[config.mk]
export PLATFORM = sky130hd
export DESIGN_NAME = line_buffer_win
export DESIGN_NICKNAME = d
export VERILOG_FILES = /design/src/rtl/line_buffer_pkg.sv /design/src/rtl/line_buffer_mem.sv /design/src/rtl/line_buffer_win.sv
export SDC_FILE = /design/constraint.sdc
export NUM_CORES = 2
export LEC_CHECK = 0
export BUFFER_PORTS_ARGS = -buffer_cell sky130_fd_sc_hd__buf_2
export CORE_UTILIZATION = 30
export CTS_CLUSTER_DIAMETER = 40
export DETAILED_ROUTE_END_ITERATION = 16
export PLACE_DENSITY = 0.55
export REMOVE_ABC_BUFFERS = 1
export SYNTH_ARGS = -nofsm -noshare
export SYNTH_HDL_FRONTEND = slang
export SYNTH_SLANG_ARGS = --single-unit
[constraint.sdc]
create_clock -name i_clk -period 3.75 [get_ports i_clk]
set_input_delay 0.375 -clock i_clk [delete_from_list [all_inputs] [get_ports i_clk]]
set_output_delay 0.375 -clock i_clk [all_outputs]
set_load 0.05 [all_outputs]
[src/rtl/line_buffer_pkg.sv]
// Shared defaults and helpers for the sliding-window line buffer.
package line_buffer_pkg;

   localparam int unsigned DefDataW = 8;
   localparam int unsigned DefLineW = 256;
   localparam int unsigned DefWin   = 3;

   // Width needed to hold a pixel count in the range 0..line_w.
   function automatic int unsigned cnt_width(input int unsigned line_w);
      return $clog2(line_w + 1);
   endfunction

   // Pointer width, kept at least one bit so a single-entry line still has an address.
   function automatic int unsigned ptr_width(input int unsigned line_w);
      return (line_w > 1) ? $clog2(line_w) : 1;
   endfunction

   // Advance a pointer by inc (inc <= line_w) with an explicit compare.
   // The depth need not be a power of two, so bit truncation cannot be used.
   function automatic int unsigned ptr_wrap_add(input int unsigned ptr,
                                                input int unsigned inc,
                                                input int unsigned line_w);
      int unsigned sum;
      sum = ptr + inc;
      if (sum >= line_w) begin
         sum = sum - line_w;
      end
      return sum;
   endfunction

endpackage

[src/rtl/line_buffer_mem.sv]
// Pixel store: one synchronous write port and WIN combinational read taps.
// Tap 0 (oldest pixel) sits in the MSB slice of o_win.
module line_buffer_mem
   import line_buffer_pkg::*;
#(
   parameter int unsigned DATA_W = DefDataW,
   parameter int unsigned LINE_W = DefLineW,
   parameter int unsigned WIN    = DefWin,
   parameter int unsigned PTR_W  = ptr_width(LINE_W)
) (
   input  logic                  i_clk,
   input  logic                  i_we,
   input  logic [PTR_W-1:0]      i_waddr,
   input  logic [DATA_W-1:0]     i_wdata,
   input  logic [PTR_W-1:0]      i_raddr,
   output logic [WIN*DATA_W-1:0] o_win
);

   logic [DATA_W-1:0] mem_q [LINE_W];
   logic [PTR_W-1:0]  tap;

   // Write port; contents are intentionally not reset.
   always_ff @(posedge i_clk) begin
      if (i_we) begin
         mem_q[i_waddr] <= i_wdata;
      end
   end

   // Gather WIN adjacent pixels starting at the read pointer, wrapping modulo LINE_W.
   always_comb begin
      o_win = '0;
      tap   = '0;
      for (int unsigned k = 0; k < WIN; k++) begin
         tap = PTR_W'(ptr_wrap_add(32'(i_raddr), k, LINE_W));
         o_win[(WIN-1-k)*DATA_W +: DATA_W] = mem_q[tap];
      end
   end

endmodule

[src/rtl/line_buffer_win.sv]
// Single-line pixel buffer with a WIN-wide sliding read window and tail discard.
// Optional build macro LINE_BUFFER_WIN_ERR_EN adds a sticky o_err flag for
// dropped writes and ignored reads.
module line_buffer_win
   import line_buffer_pkg::*;
#(
   parameter int unsigned DATA_W = DefDataW,
   parameter int unsigned LINE_W = DefLineW,
   parameter int unsigned WIN    = DefWin
) (
   input  logic                          i_clk,
   input  logic                          i_rst,
   input  logic [DATA_W-1:0]             i_data,
   input  logic                          i_data_valid,
   output logic                          o_ready,
   input  logic                          i_rd_data,
   output logic [WIN*DATA_W-1:0]         o_data,
   output logic                          o_data_valid,
   output logic                          o_line_done,
`ifdef LINE_BUFFER_WIN_ERR_EN
   output logic                          o_err,
`endif
   output logic [cnt_width(LINE_W)-1:0]  o_count
);

   localparam int unsigned PTR_W = ptr_width(LINE_W);
   localparam int unsigned CNT_W = cnt_width(LINE_W);

   localparam logic [CNT_W-1:0] LineWC   = CNT_W'(LINE_W);
   localparam logic [CNT_W-1:0] WinC     = CNT_W'(WIN);
   localparam logic [CNT_W-1:0] ColLastC = CNT_W'(LINE_W - WIN);

   logic [PTR_W-1:0] wr_q, wr_d;
   logic [PTR_W-1:0] rd_q, rd_d;
   logic [CNT_W-1:0] col_q, col_d;
   logic [CNT_W-1:0] count_q, count_d;
   logic             done_q, done_d;
   logic [CNT_W-1:0] dec;
   logic             wr_acc;
   logic             rd_acc;

   // Flags decode the registered count only; a same-cycle read never frees space.
   always_comb begin
      o_ready      = (count_q < LineWC);
      o_data_valid = (count_q >= WinC);
      wr_acc       = i_data_valid & o_ready;
      rd_acc       = i_rd_data & o_data_valid;
   end

   // Next-state for pointers, column, count and the end-of-line pulse.
   always_comb begin
      wr_d   = wr_q;
      rd_d   = rd_q;
      col_d  = col_q;
      dec    = '0;
      done_d = 1'b0;
      if (wr_acc) begin
         wr_d = PTR_W'(ptr_wrap_add(32'(wr_q), 1, LINE_W));
      end
      if (rd_acc) begin
         if (col_q == ColLastC) begin
            // Last window: skip the WIN-1 tail pixels so the next line starts aligned.
            rd_d   = PTR_W'(ptr_wrap_add(32'(rd_q), WIN, LINE_W));
            col_d  = '0;
            dec    = WinC;
            done_d = 1'b1;
         end else begin
            rd_d  = PTR_W'(ptr_wrap_add(32'(rd_q), 1, LINE_W));
            col_d = col_q + 1'b1;
            dec   = CNT_W'(1);
         end
      end
      count_d = count_q + CNT_W'(wr_acc) - dec;
   end

   // State registers with synchronous reset taking priority over any access.
   always_ff @(posedge i_clk) begin
      if (i_rst) begin
         wr_q    <= '0;
         rd_q    <= '0;
         col_q   <= '0;
         count_q <= '0;
         done_q  <= 1'b0;
      end else begin
         wr_q    <= wr_d;
         rd_q    <= rd_d;
         col_q   <= col_d;
         count_q <= count_d;
         done_q  <= done_d;
      end
   end

`ifdef LINE_BUFFER_WIN_ERR_EN
   logic err_q, err_d;

   // Sticky error: any dropped write or ignored read sets it until reset.
   always_comb begin
      err_d = err_q | (i_data_valid & ~o_ready) | (i_rd_data & ~o_data_valid);
   end

   // Error flag register.
   always_ff @(posedge i_clk) begin
      if (i_rst) begin
         err_q <= 1'b0;
      end else begin
         err_q <= err_d;
      end
   end

   assign o_err = err_q;
`endif

   assign o_line_done = done_q;
   assign o_count     = count_q;

   line_buffer_mem #(
      .DATA_W (DATA_W),
      .LINE_W (LINE_W),
      .WIN    (WIN),
      .PTR_W  (PTR_W)
   ) u_mem (
      .i_clk   (i_clk),
      .i_we    (wr_acc),
      .i_waddr (wr_q),
      .i_wdata (i_data),
      .i_raddr (rd_q),
      .o_win   (o_data)
   );

endmodule

== Yosys cells after proc, flatten, opt, wreduce, memory -nomap -nowiden ==
Memory sizes are Yosys's and may differ from the RTL's.
Index checks and enable logic that the tools add are counted.
Operators by class
  add/subtract/negate cells: 12
  $lt $le $gt $ge: 7
  eq/ne operators: 1
  multiplexer cells: 12
  bitwise gates (word level): 3
  reductions and logical operators: 1
Operators by type and width (number)
  two-way mux 8 bit: 6
  subtractor 8 x 1 -> 8 bit, second input constant: 5
  greater-or-equal comparator 9 bit, second input constant: 4
  adder 8 x 1 -> 9 bit, second input constant: 2
  adder 8 x 2 -> 9 bit, second input constant: 2
  adder 9 x 1 -> 9 bit: 1
  adder 9 x 1 -> 9 bit, second input constant: 1
  == test 9 x 8 -> 1 bit, second input constant: 1
  greater-or-equal comparator 8 x 9 -> 1 bit, second input constant: 1
  greater-or-equal comparator 9 x 2 -> 1 bit, second input constant: 1
  less-than comparator 9 bit, second input constant: 1
  two-way mux 9 bit: 1
  subtractor 9 bit: 1
  two-way mux 2 bit: 2
  two-way mux 1 bit: 3
  AND 1 bit: 2
  OR reduction 2 bit: 1
  NOT 1 bit: 1
Storage, ports and cells
  flip-flop bits (word level): 35
  bits in writable memories: 2048
  input bits: 12
  output and inout port bits: 36
  word-level logic and storage cells: 42
  memories: 1
Memory list
  u_mem.mem_q: depth 256, bits a word 8, rd ports 3, clocked after Yosys merged registers in 0, wr ports 1, line line_buffer_mem.sv:19  | logic [DATA_W-1:0] mem_q [LINE_W];

== Longest topological paths before layout ==
  depth after elaboration: 4
  mapped depth: 19
  depth with buffers taken out: 19

== Cells and area by module ==
A second synthesis with hierarchy kept.
Second synthesis, totals
  cells, all modules: 6613
  area total of the unflattened synthesis: 115416.9 um^2
By module, submodules not included
  line_buffer_mem: times used 1, cells each 6373, area an instance 113367.5 um^2, sequential area each 61499.0 um^2
  line_buffer_win: times used 1, cells each 240, area an instance 2049.5 um^2, sequential area each 700.7 um^2

== Least setup slack after synthesis ==
OpenSTA, ideal clock, no wires.
  kind: flip-flop to output port
  start: register rd_q[0]
  end: output port o_data[10]
  data arrival time: 4.484 ns
  path slack: -1.109 ns
  stages on the path, launching flop included: 17
  buffers on the path: 9
  path through: dfxtp_1 buf_4 buf_4 buf_4 buf_4 buf_2 inv_1 ha_1 buf_2 buf_2 clkbuf_1 clkbuf_1 mux4_2 nand2_1 a31oi_1 a31oi_1 nor3_1
On the way
  longest elaborated chain between the ends: 4
  elaborated cells on any way between the ends: 5
  those cells by class: 2 x add/sub; 1 x order compare; 1 x mux; 1 x memory
Ends and longest elaborated chain
  start: declaration: line line_buffer_win.sv:34  | logic [PTR_W-1:0] rd_q, rd_d;
  start signal: assignment: line line_buffer_win.sv:86  | rd_q <= rd_d;
  adder 8 x 1 -> 9 bit *: line line_buffer_pkg.sv:24  | sum = ptr + inc;
  subtractor 8 x 1 -> 8 bit / greater-or-equal comparator 9 bit (equally long branches): line line_buffer_pkg.sv:26, line_buffer_pkg.sv:25
  two-way mux 8 bit *: line line_buffer_pkg.sv:25  | if (sum >= line_w) begin
  memory (256 x 8 bit) *
  end: declaration: line line_buffer_win.sv:17  | output logic [WIN*DATA_W-1:0] o_data,
Every way passes the cells marked *; elsewhere a longest branch is shown, timed or not.

== Worst setup path after layout ==
  start: register rd_q[1]
  end: output port o_data[8]
The elaborated chain is that of the path after synthesis.

==> metrics.csv <==
stage;metric;value;unit
run_status;status;complete, but fails checks;
run_status;violations;negative setup slack;
worst_setup_path;critical-path-max-stage-delay;0.42;ns
placement;gp_congestion;0.995;
clock_tree;clk_root_buffer_cell;clkbuf_16;
routing;ant_nets;0;
timing;hold_violations;0;
logic_synthesis;async_flop_share;0;%
grt;grt_pass1_wl;631000;um
timing;worst_pin_slew;1.40;ns
timing;period_minus_slack;4.78;ns
min_path;hold_class;in2reg;
logic_synthesis;synth_top_family_by_area;multiplexers;
die;initial_core_util;30.2;%
power_and_ir_drop;vdd_drop_max;0.466;mV
die;pin_count;48;
routing;dr.pass1.iters;6;
logic_synthesis;yosysSeqAreaShare;54.4;%
routing;routed_wl;467000;um
grt;grt_pass1_vias;75406;
clock_tree;clkTransAtPathRegs;0.06;ns
logic_synthesis;synth-compound-area-share;2.69;%
worst_setup_path;critical_path_class;reg2out;
power_and_ir_drop;p_per_area;772;nW/um2
logic_synthesis;synth_mux_area_share;35.7;%
timing;slew_viol_final;0;
worst_setup_path;cp_cell_sequence;clkinvlp_4 > ha_4 > buf_12 > buf_16 > mux4_2 > nand2_1 > a32o_2 > o21ai_2 > buf_6 > nand4_1 > buf_4 > nor3_4 > buf_6 > buf_8;
power_and_ir_drop;power.total;113000;uW
worst_setup_path;cp.required;3.38;ns
logic_synthesis;avgSynthCellArea;18.6;um2
grt;antenna_found_initial;14;
die;die-area;385000;um2
grt;track_usage;23.5;%
clock_tree;clock_latency;0.91;ns
routing;via_per_inst;6.22;
grt;grt-ovfl-total;0;
layout;fill_cells;34163;
layout;layout.nets;7395;
clock_tree;clockBufferDepth;4;
power_and_ir_drop;p_leak;0.0461;uW
timing;tns;-19.92;ns
routing;wl_per_cell;37.0;um
timing;max_freq;0.209;GHz
logic_synthesis;synth_adder_area_share;0.334;%
worst_setup_path;cp-end-kind;primary output;
logic_synthesis;syn_area;115000;um2
timing;fin_ws;-1.03;ns
worst_setup_path;path_max_fanout;7;
worst_setup_path;regToRegEndpoint;o_count[8];
placement;hpwl;327000;um
logic_synthesis;synthFlopType;edfxtp_1;
layout;final_util;38.7;%
worst_setup_path;critical_path_arrival;4.41;ns
worst_setup_path;path_buf_inv;7;
layout;drive_above_1_share;53.4;%
logic_synthesis;synth_edf_count;2048;
worst_setup_path;ff2ff_path_depth;20;
logic_synthesis;yosysWarnings;0;
placement;port-buffer-count;47;
logic_synthesis;synth_top_area_share;53.6;%
logic_synthesis;yosys.area_share.simple;3.88;%
worst_setup_path;worst_r2r_startpoint;o_count[3];
clock_tree;cts.sinks;2091;
timing;maxSlewHeadroom;6.85;%
logic_synthesis;synth_top_area_cell;edfxtp_1;
worst_setup_path;path_delay_family;buffers and inverters;
worst_setup_path;critPathSlowestCell;dfxtp_4;
logic_synthesis;syn_inst;6150;
die;dieWidth;620;um
die;fp-row-count;226;
min_path;hold_end;u_mem.mem_q[132][4];
layout;final_common_cell;edfxtp_1;
grt;grt_max_degree;122;
logic_synthesis;ys_types;74;
timing;setup_viol;24;
timing;rsz0062_at_grt;yes;
clock_tree;htreeDepth;5;
clock_tree;cts_made_buffers;329;
routing;drc_errors;0;
min_path;min_delay_path_depth;1;
worst_setup_path;crit_top_cell;buf_6;
timing;skew;0.0644;ns
layout;most-common-layout-cells;edfxtp_1 (2048), mux4_2 (1717), buf_4 (977);
die;die_height;620;um
routing;vias;78589;
worst_setup_path;crit_path_start_kind;flip-flop;
logic_synthesis;synth.area.top_cells;edfxtp_1 (54%), mux4_2 (34%), nor2_1 (1.5%), mux2i_1 (1.1%), nand2_1 (1.0%);
logic_synthesis;synth-xor-area-share;0.350;%
die;core-area;380000;um2
worst_setup_path;rrSetupSlack;0.33;ns
timing;fin_crit_sh;128;%
logic_synthesis;ys_ff_latch;2091;
job;maxCapViolCount;0;
routing;drtIter0Drc;12616;
min_path;worstHoldStart;i_data[4];
layout;area.growth.synth_to_final;28.0;%
clock_tree;cts_tree;done;
[cells by family after synthesis]
group | count (synthesis)
adder cells (fa/ha/maj) | 30
AO/OA/AOI/OAI | 443
XOR/XNOR | 45
AND/OR/NAND/NOR | 1035
buffers and inverters | 588
flip-flops | 2091
multiplexers | 1918
[state kept, by name (all words and copies together), names as in the netlist, named ones only]
name         cells
wr_q             8
col_q            9
o_count          9
o_line_done      1
u_mem.mem_q   2048
rd_q             8
[stage by stage]
stage | setup WS (ns) | hold WS (ns) | cells | instance area [um2]
2_1_floorplan | -56.13 | 0.447 | 5586 | 112000
5_1_grt | -1.01 | 0.0498 | 12636 | 147000
3_5_place_dp | -1.17 | 0.534 | 11728 | 129000
6_report | -1.03 | 0.0598 | 12639 | 147000
3_3_place_gp | -1.16 | 0.494 | 11728 | 129000
4_1_cts | -1.05 | 0.0494 | 12512 | 145000
[cell usage after synthesis, types with 3 or more instances]
library cell,n
o22ai_1,70
and3_1,10
buf_6,22
buf_1,48
o221ai_1,3
o21bai_1,4
a22oi_1,44
buf_8,9
a32o_1,28
nand3_1,68
mux4_2,1715
o211ai_1,15
nor4_1,32
buf_4,95
a22o_1,8
a2111oi_0,16
clkbuf_1,215
nor2b_1,16
a31oi_1,36
buf_12,4
o2111ai_1,23
mux2_2,68
buf_2,169
nor3_1,55
ha_1,29
a311oi_1,5
xnor2_1,20
o21ai_0,45
edfxtp_1,2048
a32oi_1,15
nand2b_1,19
a221oi_1,4
dfxtp_1,43
nand4_1,33
a211oi_1,36
nand2_1,315
a21oi_1,73
mux4_1,9
and2_1,19
mux2i_1,126
nor2_1,446
or3_1,7
xor2_1,24
inv_1,23
[routing by layer]
metal / part of all wire [%] / wire length (um) / global-route usage [%] / up-vias
met5: 0.011 / 52 / 0 / -
met4: 5.0 / 23500 / 9.81 / 8
met3: 12 / 58300 / 6.01 / 925
met2: 46 / 213000 / 36.5 / 6271
met1: 37 / 173000 / 31.4 / 41962
li1: - / - / - / 29423
[area by class of cell]
| class | instances | area [um2] | area share (%) |
|---|---|---|---|
| diodes | 7 | 17.5 | 0.0119 |
| clock buffers | 360 | 8540 | 5.82 |
| clock inverters | 234 | 2350 | 1.60 |
| inverters | 24 | 103 | 0.0699 |
| multi-input cells | 3471 | 51300 | 34.9 |
| flip-flops and latches | 2091 | 62400 | 42.5 |
| well taps | 5016 | 6280 | 4.27 |
| repair buffers | 1436 | 15900 | 10.8 |
[power by group]
part	total, uW	leakage (uW)	internal (uW)	switching, uW
Sequential	25900	0.0188	25800	138
Clock	30500	0.00526	18500	12000
Combinational	56900	0.0221	28000	28800
Total	113000	0.0461	72300	41000
[how the worst max path moves through the flow]
stage | start | to | cells after the start
2_1_floorplan | rd_q[0] | o_data[10] | 8
3_5_place_dp | rd_q[0] | o_data[10] | 15
4_1_cts | rd_q[2] | o_data[10] | 16
5_1_grt | rd_q[1] | o_data[9] | 16
3_3_place_gp | rd_q[0] | o_data[10] | 14
6_report | rd_q[1] | o_data[8] | 14
[repair_timing]
item / 4_1_cts / 5_1_grt
hold buffers: 4 / 0
endpoints found under the hold margin: 63 / 0
gates resized for setup: 477 / 185
pin swaps: 83 / 93
buffers inserted: 161 / 125
endpoints found under the setup margin: 25 / 28
cloned: 34 / 15
(Power assumes the default switching activity.)
